$ cat config.mk
export PLATFORM = sky130hd
export DESIGN_NAME = sum_accumulator
export DESIGN_NICKNAME = d
export VERILOG_FILES = /design/src/rtl/sum_accumulator.sv
export SDC_FILE = /design/constraint.sdc
export NUM_CORES = 1
export LEC_CHECK = 0
export BUFFER_PORTS_ARGS = -buffer_cell sky130_fd_sc_hd__buf_2
export CAP_MARGIN = 10
export CORE_MARGIN = 4
export CORE_UTILIZATION = 57
export DETAILED_ROUTE_END_ITERATION = 10
export PLACE_DENSITY = 0.81
export SLEW_MARGIN = 20
export SYNTH_ARGS = -nofsm -noshare
export SYNTH_HDL_FRONTEND = slang
export SYNTH_SLANG_ARGS = --single-unit
$ cat constraint.sdc
create_clock -name clk -period 2.9 [get_ports clk]
set_clock_uncertainty 0.05 [all_clocks]
set_input_delay 0.58 -clock clk [delete_from_list [all_inputs] [get_ports clk]]
set_output_delay 0.58 -clock clk [all_outputs]
set_load 0.03 [all_outputs]
$ cat src/rtl/sum_accumulator.sv
// sum_accumulator: collects COUNT unsigned adder sums into one saturating
// frame total. The total is presented on a registered valid/ready output.
// After the result is taken, the block starts collecting the next frame.
// ACC_W must be greater than IN_W, and COUNT must be at least 1.
module sum_accumulator #(
   parameter int IN_W  = 5,
   parameter int ACC_W = 12,
   parameter int COUNT = 8
) (
   input  logic                       clk,
   input  logic                       rst_n,
   input  logic                       in_valid,
   output logic                       in_ready,
   input  logic [IN_W-1:0]            in_sum,
   input  logic                       clear,
   output logic                       out_valid,
   input  logic                       out_ready,
   output logic [ACC_W-1:0]           out_acc,
   output logic [$clog2(COUNT+1)-1:0] out_count,
   output logic                       overflow
);

   localparam int CNT_W = $clog2(COUNT + 1);

   // Count value that, once one more sample is accepted, completes the frame.
   localparam logic [CNT_W-1:0] LAST_CNT = CNT_W'(COUNT - 1);

   // Saturation value of the accumulator.
   localparam logic [ACC_W-1:0] ACC_MAX = '1;

   typedef enum logic {
      ACCUM,
      HOLD
   } state_t;

   state_t             state;
   logic               accept;
   logic               last_sample;
   logic [ACC_W:0]     acc_sum;

   // A sample is taken only while collecting and while the ready flag is raised.
   // The ready flag stays low during the first cycle after reset.
   assign accept      = (state == ACCUM) && in_valid && in_ready;
   assign last_sample = (out_count == LAST_CNT);

   // The sum carries one extra bit. A set top bit means the frame total no longer fits.
   assign acc_sum = {1'b0, out_acc} + (ACC_W + 1)'(in_sum);

   // These registers hold the frame state. clear has priority over both the
   // sample handshake and the result handshake.
   always_ff @(posedge clk or negedge rst_n) begin
      if (!rst_n) begin
         state     <= ACCUM;
         in_ready  <= 1'b0;
         out_valid <= 1'b0;
         out_acc   <= '0;
         out_count <= '0;
         overflow  <= 1'b0;
      end else if (clear) begin
         state     <= ACCUM;
         in_ready  <= 1'b1;
         out_valid <= 1'b0;
         out_acc   <= '0;
         out_count <= '0;
         overflow  <= 1'b0;
      end else begin
         unique case (state)
            ACCUM: begin
               in_ready <= 1'b1;
               if (accept) begin
                  if (acc_sum[ACC_W]) begin
                     out_acc  <= ACC_MAX;
                     overflow <= 1'b1;
                  end else begin
                     out_acc <= acc_sum[ACC_W-1:0];
                  end
                  out_count <= out_count + 1'b1;
                  if (last_sample) begin
                     state     <= HOLD;
                     out_valid <= 1'b1;
                     in_ready  <= 1'b0;
                  end
               end
            end
            HOLD: begin
               if (out_ready) begin
                  state     <= ACCUM;
                  in_ready  <= 1'b1;
                  out_valid <= 1'b0;
                  out_acc   <= '0;
                  out_count <= '0;
                  overflow  <= 1'b0;
               end
            end
            default: begin
               state <= ACCUM;
            end
         endcase
      end
   end

endmodule

======== After elaboration in Yosys (flattened, before gate mapping) ========
Index checks and enable logic that the tools add are counted.
word-level totals
  register bits after elaboration ......... 20
  bits in latches ......................... 0
  RAM bits ................................ 0
  bits in read-only memories .............. 0
  bits of input ports ..................... 10
  output and inout bits ................... 19
  logic and storage cells ................. 47
  memories ................................ 0
operators by class
  $add $sub $neg .......................... 2
  multipliers ............................. 0
  div/mod/pow operators ................... 0
  magnitude comparators ................... 0
  eq/ne operators ......................... 5
  shifts and indexed selects .............. 0
  mux-type cells .......................... 28
  bitwise logic cells ..................... 1
  reductions and logical operators ........ 5
operators with widths
  operator                                        count
  two-way mux 12 bit                              4
  one-hot mux 12 bit (2 select lines)             1
  two-way mux 1 bit                               15
  adder 12 x 5 -> 13 bit                          1
  two-way mux 4 bit                               3
  != test 3 bit (second input constant)           4
  one-hot mux 1 bit (2 select lines)              4
  one-hot mux 4 bit (2 select lines)              1
  AND reduction 3 bit                             2
  adder 4 x 1 -> 4 bit (second input constant)    1
  == test 4 x 3 -> 1 bit (second input constant)  1
  logical AND 1 bit                               2
  AND reduction 2 bit                             1
  NOT 1 bit                                       1

======== Depth between registers and ports, before layout ========
Gate-level depths: netlist of the first run.
  word-level depth ........................ 6
  mapped depth ............................ 7

======== Worst setup path after synthesis of the first run ========
Ideal clock, no wire load.
  path type ............................... input port to flip-flop
  start point ............................. input port in_sum[0]
  end point ............................... register out_acc[10]
  arrival time ............................ 1962 ps
  data required time ...................... 2739 ps
  setup slack ............................. 776 ps
  stages on the path ...................... 6
  path through ............................ ha_1 fa_1 a21oi_1 o21ai_1 nor4b_2 a2111oi_2
between the ends
  longest elaborated chain between the ends .. 5
RTL lines
  what                                 line  source
  from (decl)                          14    input logic [IN_W-1:0] in_sum,
  adder 12 x 5 -> 13 bit               47    assign acc_sum = {1'b0, out_acc} + (ACC_W + 1)'(in_sum);
  two-way mux 12 bit                   71    if (acc_sum[ACC_W]) begin
  two-way mux 12 bit                   70    if (accept) begin
  one-hot mux 12 bit (2 select lines)  67    unique case (state)
  two-way mux 12 bit                   59    end else if (clear) begin
  to (signal assigned)                 75    out_acc <= acc_sum[ACC_W-1:0];
  to (decl)                            18    output logic [ACC_W-1:0] out_acc,
No other way between the ends. The select of a mux whose other input is x is not followed.
A chain may end at the register's enable or synchronous reset.

======== Final worst setup path of the first run ========
  start point ............................. register out_acc[0]
  end point ............................... register out_acc[10]
between the ends
  longest elaborated chain between the ends .. 5
RTL lines
  what                                 line
  adder 12 x 5 -> 13 bit               47
  two-way mux 12 bit                   71
  two-way mux 12 bit                   70
  one-hot mux 12 bit (2 select lines)  67
  two-way mux 12 bit                   59
No other way between the ends. The select of a mux whose other input is x is not followed.

==> impl_results.md, run 1 <==
* Flops & latches, synth at 20
* Reg-to-reg endpoint: out_acc[10]$_DFFE_PN0P_
* Initial Utilization at 59.3%
* Dpl cells at around 190
* CP arrival at approximately 2.5 ns
* FFs w/ async S/R, synth at 100%
* RR Startpoint: out_acc[0]$_DFFE_PN0P_
* Main synth FF type: dfrtp_1
* Hold Path Class: input pin to async pin
* CP Data Required Time at slightly above 3 ns
* Die height at around 56 um
* Area of the mapped netlist at about 1300 um^2
* Final WS setup at 0.540 ns
* Layout cell share with drive strength beyond 1 at 24.4%
* Crit Path Category: register to register
* # diodes at 0
* Status: finished clean
* Rows at 17
* TritonRoute pass-1 iters at 4
* WL/cell at between 15 and 20 um
* Setup Buffers After CTS at 0
* Yosys top cell by area: dfrtp_1
* Antenna violations before repair at 0
* Worst-Skew Late Latency at roughly 0.29 ns
* Die width at 55.8 um
* Placer Congestion at about 0.84
* Resized cells post-CTS at 0
* Fmax achieved at about 420 MHz
* Post-Syn Instances at 140
* Final WL at 2900 um
* Synth area leaders: dfrtp_1 38%, ha_1 5.8%, nand2_1 4.9%, a21oi_1 4.2%, nand3_1 3.5%
* First-pass GRT wire length at between 5000 and 6000 um
* Core Area at about 2200 um^2
* Layout net count at 183
* EDFF count, synth at 0
* R2R Setup Slk at 0.54 ns
* Unique masters post-synth at 44
* Final slew viol count at 0
* Leakage at 0.675 nW
* Measured slew at the worst slew-check pin at ~0.77 ns
* Iter 0 DRT Violations at 33
* Root buf cell: clkbuf_4
* Post-Syn Nets at roughly 160
* ANT nets after route at 0
* Die ar. at a little over 3000 um^2
* Mapped Avg Cell Area at ~9.3 um^2
* Crit Path Max Fanout at 12
* Setup violations, final at 0
* Port-buffer cells at 28
* Via density at approximately 6.3
* RSZ-0062 raised after global routing: false
* Area share of the largest cell type after synthesis at 38.5%
* Clk slew on worst S/H paths at 0.10 ns
* Vias at approximately 1200
* Setup TNS at 0 ns
* Hold buffer count at cts at 0
* Total design power at just under 0.0006 W
* Clock Sinks at 20
* CP startpoint: out_acc[0]$_DFFE_PN0P_
* Largest net degree at the start of global routing at 21
* Cts bufs inserted at 3
* Seq/Total Area, Yosys at between 30% and 40%
* R2R cell count at 6
* Pwr dens at about 400 nW/um^2
* Pre-CTS setup slack at roughly 0.26 ns
* Fin cells at between 150 and 200
* Final hold vios at 0
* Minimum clock period at approximately 2.4 ns
* DR DRC count at 0
* Peak VDD IR at 0.281 mV
* Max Cap Viol at 0
* Post-DP HPWL at 2210 um
* Syn-to-layout area delta at 11.5%
* Total track usage at between 20% and 30%
* Slew headroom at 48.5%
* Number of global-route vias before repair at between 1000 and 1500
* Crit start category: register
* CP endpoint kind: register
* CTS tree: built
* Final period utilization at roughly four fifths
* H-Tree Depth at 1
* Critical path endpoint: out_acc[10]$_DFFE_PN0P_
* Congestion Overflow GR at 0
* IO Count at 29
* Clock Tree Buf Depth at 2
* Synth warnings at 0
-- logic make-up (layout without fill, tap and decap cells) --
kind of cell	count (synthesis)	in the layout	synth area share [%]
adders and majority gates	7	7	7.31
xor gates and xnor gates	4	4	2.70
buffers and inverters	13	37	5.68
DFF	20	20	38.5
AOI/OAI and AO/OA	46	46	25.4
and+or+nand+nor	50	50	20.4
-- synthesized netlist by cell type, types with 3 or more instances --
| master | number |
|---|---|
| inv_1 | 5 |
| nor2_1 | 5 |
| o21ai_0 | 6 |
| a21oi_1 | 11 |
| buf_2 | 5 |
| nand2b_1 | 3 |
| nand2_1 | 17 |
| dfrtp_1 | 20 |
| nand3_1 | 9 |
| nand4_1 | 6 |
| ha_1 | 6 |
| o21bai_1 | 3 |
| a21o_1 | 5 |
-- critical path, stage by stage, from the launching register on --
cell       delay, ns
dfrtp_1         0.41
ha_1            0.22
fa_1            0.41
a21oi_1         0.22
o21ai_1         0.31
nor4b_2         0.28
a2111oi_2       0.35
-- stage by stage --
stage	hold slack (ns)	utilization, %	area [um^2]
floorplan	0.234	-	1300
global placement	0.452	65.2	1430
detailed placement	0.470	65.2	1430
CTS	0.170	66.2	1450
global route	0.181	66.2	1450
finish	0.166	66.2	1450
-- state kept, by name (all words and copies together) (netlist names) --
signal,cells
state,1
out_count,4
out_acc,12
in_ready,1
overflow,1
out_valid,1
-- cell usage in the layout, fill, tap and decap left out, types with 2 or more instances in the layout --
cell type	count
buf_2	28
dfrtp_1	20
nand2_1	17
a21oi_1	11
nand3_1	9
nand4_1	6
o21ai_0	6
ha_1	6
a21o_1	5
inv_1	5
nor2_1	5
nand2b_1	3
o21bai_1	3
clkbuf_4	3
a21oi_2	2
o21ai_1	2
xor2_1	2
a41oi_1	2
nor3_1	2
xnor2_1	2
o211ai_1	2
-- power by group --
| part | switching, W | internal (W) | total, W | leakage [nW] |
|---|---|---|---|---|
| logic | 0.000100 | 0.0000526 | 0.000153 | 0.392 |
| registers | 0.0000131 | 0.000291 | 0.000304 | 0.269 |
| clock network | 0.0000787 | 0.0000483 | 0.000127 | 0.0138 |
-- final cells by class --
cell class                      instances  area, um^2
Inverter                                5        18.8
Sequential cell                        20         500
Clock buffer                            3        22.5
Tap cell                               28        35.0
Fill cell                             186         741
Timing Repair Buffer                   29         148
Multi-Input combinational cell        107         726
-- routing by layer --
metal,part of all wire [%],track usage [%]
met1,42,27.4
met2,51,34.8
met3,5.2,3.94
met4,1.6,6.94
met5,0,0
-- how the worst min path moves through the flow --
| stage | endpoint | cells after the start | slack [ns] | from |
|---|---|---|---|---|
| 2_1_floorplan | in_ready$_DFFE_PN0P_ | 0 | 0.23 | rst_n |
| 3_3_place_gp | out_acc[2]$_DFFE_PN0P_ | 2 | 0.45 | out_acc[2]$_DFFE_PN0P_ |
| 3_5_place_dp | out_acc[2]$_DFFE_PN0P_ | 2 | 0.47 | out_acc[2]$_DFFE_PN0P_ |
| 4_1_cts | overflow$_DFFE_PN0P_ | 1 | 0.17 | rst_n |
| 5_1_grt | overflow$_DFFE_PN0P_ | 1 | 0.18 | rst_n |
| 6_report | in_ready$_DFFE_PN0P_ | 1 | 0.17 | rst_n |
Power figures use the tool's default switching activity.
==> run 2: changes to the inputs <==
--- a/config.mk
+++ b/config.mk
@@ -8,9 +8,9 @@
 export BUFFER_PORTS_ARGS = -buffer_cell sky130_fd_sc_hd__buf_2
 export CAP_MARGIN = 10
 export CORE_MARGIN = 4
-export CORE_UTILIZATION = 57
+export CORE_UTILIZATION = 53
 export DETAILED_ROUTE_END_ITERATION = 10
-export PLACE_DENSITY = 0.81
+export PLACE_DENSITY = 0.76
 export SLEW_MARGIN = 20
 export SYNTH_ARGS = -nofsm -noshare
 export SYNTH_HDL_FRONTEND = slang
==> constraint.sdc (replaced) <==
create_clock -name clk -period 2.4 [get_ports clk]
set_clock_uncertainty 0.05 [all_clocks]
set_input_delay 0.48 -clock clk [delete_from_list [all_inputs] [get_ports clk]]
set_output_delay 0.48 -clock clk [all_outputs]
set_load 0.03 [all_outputs]
==> run 2 against run 1 <==
Against the previous run: hold slack lost 0.12 ns; clock-buffer cell count grew 1; sequential cell count did not move; fmax increased by 10%; cell area rose by 2.0%; critical endpoint is now out_acc[11]$_DFFE_PN0P_; largest power group unchanged; total power grew 30%.
==> impl_results.md, run 2 (same netlist as run 1, synthesis figures left out) <==
* CP Data Required Time at 2.53 ns
* Port-buffer cells at 28
* Post-DP HPWL at 2210 um
* Status: finished clean
* IO Count at 29
* Clock Tree Buf Depth at 2
* Via density at 6.07
* Slew headroom at a little over 70%
* CP endpoint kind: register
* Core Area at between 2000 and 2500 um^2
* First-pass GRT wire length at between 5000 and 6000 um
* Crit-path cells: ha_1, fa_1, a21oi_1, o21ai_1, buf_4, nand3_1, o2111ai_1
* Switching share of total power at 32.6%
* Hold buffer count at cts at 0
* Congestion Overflow GR at 0
* ANT nets after route at 0
* FILL cells at approximately 180
* Number of global-route vias before repair at 1138
* Layout cell share with drive strength beyond 1 at between 20% and 30%
* Die width at between 50 and 60 um
* Crit-path max cell delay at ~0.42 ns
* Sequential fraction of design power at between 40 and 50%
* Most common cell after layout, fill and taps aside: buf_2
* Antenna violations before repair at 0
* Final slew viol count at 0
* Minimum clock period at between 2 and 2.5 ns
* Peak VDD IR at roughly 0.40 mV
* Largest register FFs at 12
* Setup TNS at 0 ns
* Vias at around 1200
* Syn-to-layout area delta at 13.8%
* Pwr dens at between 500 and 600 nW/um^2
* H-Tree Depth at 1
* Storage element area at between 500 and 600 um^2
* Crit Path Max Fanout at 8
* Net Sw Power at ~0.00025 W
* Initial Utilization at 57.1%
* Total track usage at 19.5%
* CP arrival at between 2 and 2.5 ns
* Final hold vios at 0
* Layout net count at 185
* Hold Path Class: input pin to async pin
* Final WL at 2960 um
* Measured slew at the worst slew-check pin at roughly 0.44 ns
* Fmax achieved at around 470 MHz
* Root buf cell: clkbuf_4
* Clk pwr share at roughly a quarter
* Die height at around 58 um
* Crit Path Category: register to register
* # diodes at 0
* Crit start category: register
* Area of the multi-input gates at 726 um^2
* Combinational share of power at about a quarter
* DR DRC count at 0
* CTS tree: built
* Rows at 17
* TritonRoute pass-1 iters at 4
* Max Cap Viol at 0
* Placer Congestion at ~0.80
* Largest net degree at the start of global routing at 21
* Die ar. at 3310 um^2
* CP max-delay cell: dfrtp_1
* Final period utilization at 89.0%
* WL/cell at about 15 um
* Resized cells post-CTS at 0
* RSZ-0062 raised after global routing: false
* Most frequent cells in the layout: 28 x buf_2, 20 x dfrtp_1, 17 x nand2_1, 11 x a21oi_1, 9 x nand3_1
* Largest register by flop count: out_acc
* Cts bufs inserted at 3
* Setup violations, final at 0
* Clk slew on worst S/H paths at approximately 0.12 ns
* Clock Sinks at 20
* Leakage at about 0.7 nW
* Iter 0 DRT Violations at 29
* Largest regs: out_acc: 12 flops, out_count: 4 flops
* Internal power at between 0.0005 and 0.0006 W
* Setup Buffers After CTS at 0
* Worst-Skew Late Latency at about 0.30 ns
* Hold Worst Slack at between 0.04 and 0.05 ns
* R2R Setup Slk at roughly 0.26 ns
-- run 2: per-layer routing --
layer  vias to the layer above  routed length [um]  global-route usage, %
li1                        574                   -                      -
met1                       563                1330                   24.6
met2                        42                1390                   31.9
met3                         4                 180                   3.17
met4                         0                  53                   10.3
met5                         -                   0                      0
-- run 2: critical path: cells and delay by family, from the launching register on --
kind / cells / cell delay, ns
AND/OR/NAND/NOR: 1 / 0.21
buffers and inverters: 1 / 0.20
flip-flops: 1 / 0.42
adder cells (fa/ha/maj): 2 / 0.62
AO/OA/AOI/OAI: 3 / 0.51
-- run 2: final timing paths --
check,startpoint,end,cells after the start
worst min-delay path,rst_n,out_acc[0]$_DFFE_PN0P_,1
worst min register to register,out_acc[2]$_DFFE_PN0P_,out_acc[2]$_DFFE_PN0P_,2
max in group asynchronous,rst_n,out_acc[4]$_DFFE_PN0P_,1
min in group clk,clear,overflow$_DFFE_PN0P_,2
worst max register to register,out_acc[0]$_DFFE_PN0P_,out_acc[11]$_DFFE_PN0P_,7
worst max-delay path,out_acc[0]$_DFFE_PN0P_,out_acc[11]$_DFFE_PN0P_,7
-- run 2: stage by stage --
step | setup WS [ns] | area (um^2) | utilization [%] | total power (W) | cells
2_1_floorplan | 0.322 | 1300 | - | 0.000507 | 140
3_3_place_gp | 0.164 | 1440 | 63.4 | 0.000557 | 191
3_5_place_dp | 0.0884 | 1440 | 63.4 | 0.000563 | 191
4_1_cts | 0.268 | 1480 | 65.0 | 0.000765 | 195
5_1_grt | 0.133 | 1480 | 65.0 | 0.000808 | 195
6_report | 0.264 | 1480 | 65.0 | 0.000759 | 195
-- run 2: final cells by class --
class | count | share of cell area (%)
inverters | 5 | 1.27
well taps | 28 | 2.37
multi-input cells | 107 | 49.1
clock buffers | 4 | 2.45
flip-flops and latches | 20 | 33.8
repair buffers | 31 | 11.0
-- run 2: power groups by stage --
stage	combinational, W	sequential, W	clock (W)
floorplan	0.000107	0.000400	0
global placement	0.000185	0.000372	0
detailed placement	0.000190	0.000373	0
CTS	0.000191	0.000366	0.000207
global route	0.000212	0.000369	0.000228
finish	0.000191	0.000366	0.000202
==> run 3: changes to the inputs <==
--- a/config.mk
+++ b/config.mk
@@ -7,7 +7,7 @@
 export LEC_CHECK = 0
 export BUFFER_PORTS_ARGS = -buffer_cell sky130_fd_sc_hd__buf_2
 export CAP_MARGIN = 10
-export CORE_MARGIN = 4
+export CORE_MARGIN = 8
 export CORE_UTILIZATION = 53
 export DETAILED_ROUTE_END_ITERATION = 10
 export PLACE_DENSITY = 0.76
==> run 3 against run 2 <==
Against the previous run: global-route usage shrank 4.0 points; combinational power is essentially flat; sequential share of layout area shrank 0.057 points; highest routed layer unchanged.
==> impl_results.md, run 3 (same netlist as run 1, synthesis figures left out) <==
* IO Count at 29
* Iter 0 DRT Violations at 68
* Setup TNS at 0 ns
* Vias at between 1000 and 1500
* Max Cap Viol at 0
* Slew headroom at roughly two thirds
* Most common cell after layout, fill and taps aside: buf_2
* Setup violations, final at 0
* First-pass GRT wire length at approximately 5400 um
* Clock Sinks at 20
* Root buf cell: clkbuf_4
* RR Startpoint: out_acc[0]$_DFFE_PN0P_
* Internal power at roughly 0.00051 W
* Final period utilization at just under 90%
* Antenna violations before repair at 0
* DR DRC count at 0
* Combinational share of power at 25.2%
* CP arrival at around 2.3 ns
* Fin cells at between 150 and 200
* Total track usage at about 16%
* Crit Path Category: register to register
* Measured slew at the worst slew-check pin at between 0.4 and 0.5 ns
* Clk slew on worst S/H paths at ~0.12 ns
* Cell mode on critical path: a21oi_1
* # diodes at 0
* WL/cell at ~16 um
* Total design power at around 0.00076 W
* CP endpoint kind: register
* Placer Congestion at 0.864
* Net Sw Power at 0.000247 W
* Crit-path max cell delay at around 0.42 ns
* RSZ-0062 raised after global routing: false
* Sequential fraction of design power at around 48%
* Die width at around 66 um
* Clock Tree Buf Depth at 2
* Buf/Inv on CP at 1
* TritonRoute pass-1 iters at 4
* Final WL at ~3200 um
* H-Tree Depth at 1
* Largest regs: out_acc: 12 flops, out_count: 4 flops
* Minimum clock period at ~2.1 ns
* Core Area at 2410 um^2
* Rows at 18
* R2R Setup Slk at between 0.2 and 0.3 ns
* Port-buffer cells at 28
* Layout cell share with drive strength beyond 1 at 25.7%
* Pwr dens at 512 nW/um^2
* ANT nets after route at 0
* Fmax achieved at approximately 470 MHz
* Final WS setup at roughly 0.26 ns
* Cts bufs inserted at 3
* Core Util, Final at a little over 60%
* Hold Path Class: input pin to async pin
* Post-DP HPWL at roughly 2400 um
* Congestion Overflow GR at 0
* Largest net degree at the start of global routing at 21
* Die height at 65.5 um
* Setup Buffers After CTS at 0
* Final hold vios at 0
* Hold buffer count at cts at 0
* CP Data Required Time at 2.57 ns
* Crit Path Max Fanout at 8
* Via density at about 6
* CP max-delay cell: dfrtp_1
* Final slew viol count at 0
* Status: finished clean
* Most frequent cells in the layout: 28 x buf_2, 20 x dfrtp_1, 17 x nand2_1, 11 x a21oi_1, 9 x nand3_1
* Peak VDD IR at between 0.3 and 0.4 mV
* Leakage at between 0.6 and 0.7 nW
* Die ar. at 4290 um^2
* Switching share of total power at ~33%
* CTS tree: built
* Delay-heaviest family, CP: compound AO/OA/AOI/OAI gates
* R2R cell count at 7
* Crit-path cells: ha_1, fa_1, a21oi_1, o21ai_1, buf_4, a41o_1, a21oi_1
* Clk pwr share at approximately a quarter
* Resized cells post-CTS at 0
* Dpl cells at slightly below 200
* Crit start category: register
* Layout net count at ~190
* Reg-to-reg endpoint: out_acc[8]$_DFFE_PN0P_
* Largest register FFs at 12
* Syn-to-layout area delta at 14.0%
* Worst-Skew Late Latency at ~0.3 ns
* Pre-CTS setup slack at slightly below 0.06 ns
* Number of global-route vias before repair at about 1100
* Initial Utilization at between 50% and 60%
* Largest register by flop count: out_acc
==> run 3: worst max path at each step <==
stage / startpoint / endpoint / slack (ns) / cells after the start
floorplan: out_acc[0]$_DFFE_PN0P_ / out_acc[10]$_DFFE_PN0P_ / 0.32 / 6
global placement: in_sum[0] / out_acc[8]$_DFFE_PN0P_ / 0.16 / 8
detailed placement: in_sum[0] / out_acc[9]$_DFFE_PN0P_ / 0.06 / 8
CTS: out_acc[0]$_DFFE_PN0P_ / out_acc[9]$_DFFE_PN0P_ / 0.24 / 7
global route: out_acc[0]$_DFFE_PN0P_ / out_acc[9]$_DFFE_PN0P_ / 0.13 / 7
finish: out_acc[0]$_DFFE_PN0P_ / out_acc[8]$_DFFE_PN0P_ / 0.26 / 7
==> run 3: area by class of cell <==
cell class	instances	area (um^2)
Sequential cell	20	500
Inverter	5	18.8
Tap cell	30	37.5
Fill cell	207	928
Clock buffer	4	36.3
Multi-Input combinational cell	107	726
Timing Repair Buffer	31	163
==> run 3: through the flow <==
stage / hold slack, ns / cell area, um^2
finish: 0.0647 / 1480
global route: 0.0914 / 1480
CTS: 0.0765 / 1480
detailed placement: 0.410 / 1450
global placement: 0.402 / 1450
floorplan: 0.134 / 1300
==> run 3: per-layer routing <==
| layer | GRT usage [%] | routed length [um] |
|---|---|---|
| met1 | 20.1 | 1440 |
| met2 | 24.8 | 1530 |
| met3 | 3.06 | 198 |
| met4 | 5.99 | 45 |
| met5 | 0 | 0 |
==> run 3: power by group through the flow <==
stage                     clock (W)  combinational [W]  sequential (W)
after floorplan                   0           0.000107        0.000400
after global placement            0           0.000187        0.000372
after detailed placement          0           0.000191        0.000373
after CTS                  0.000205           0.000192        0.000367
after global routing       0.000221           0.000211        0.000370
final                      0.000201           0.000191        0.000367
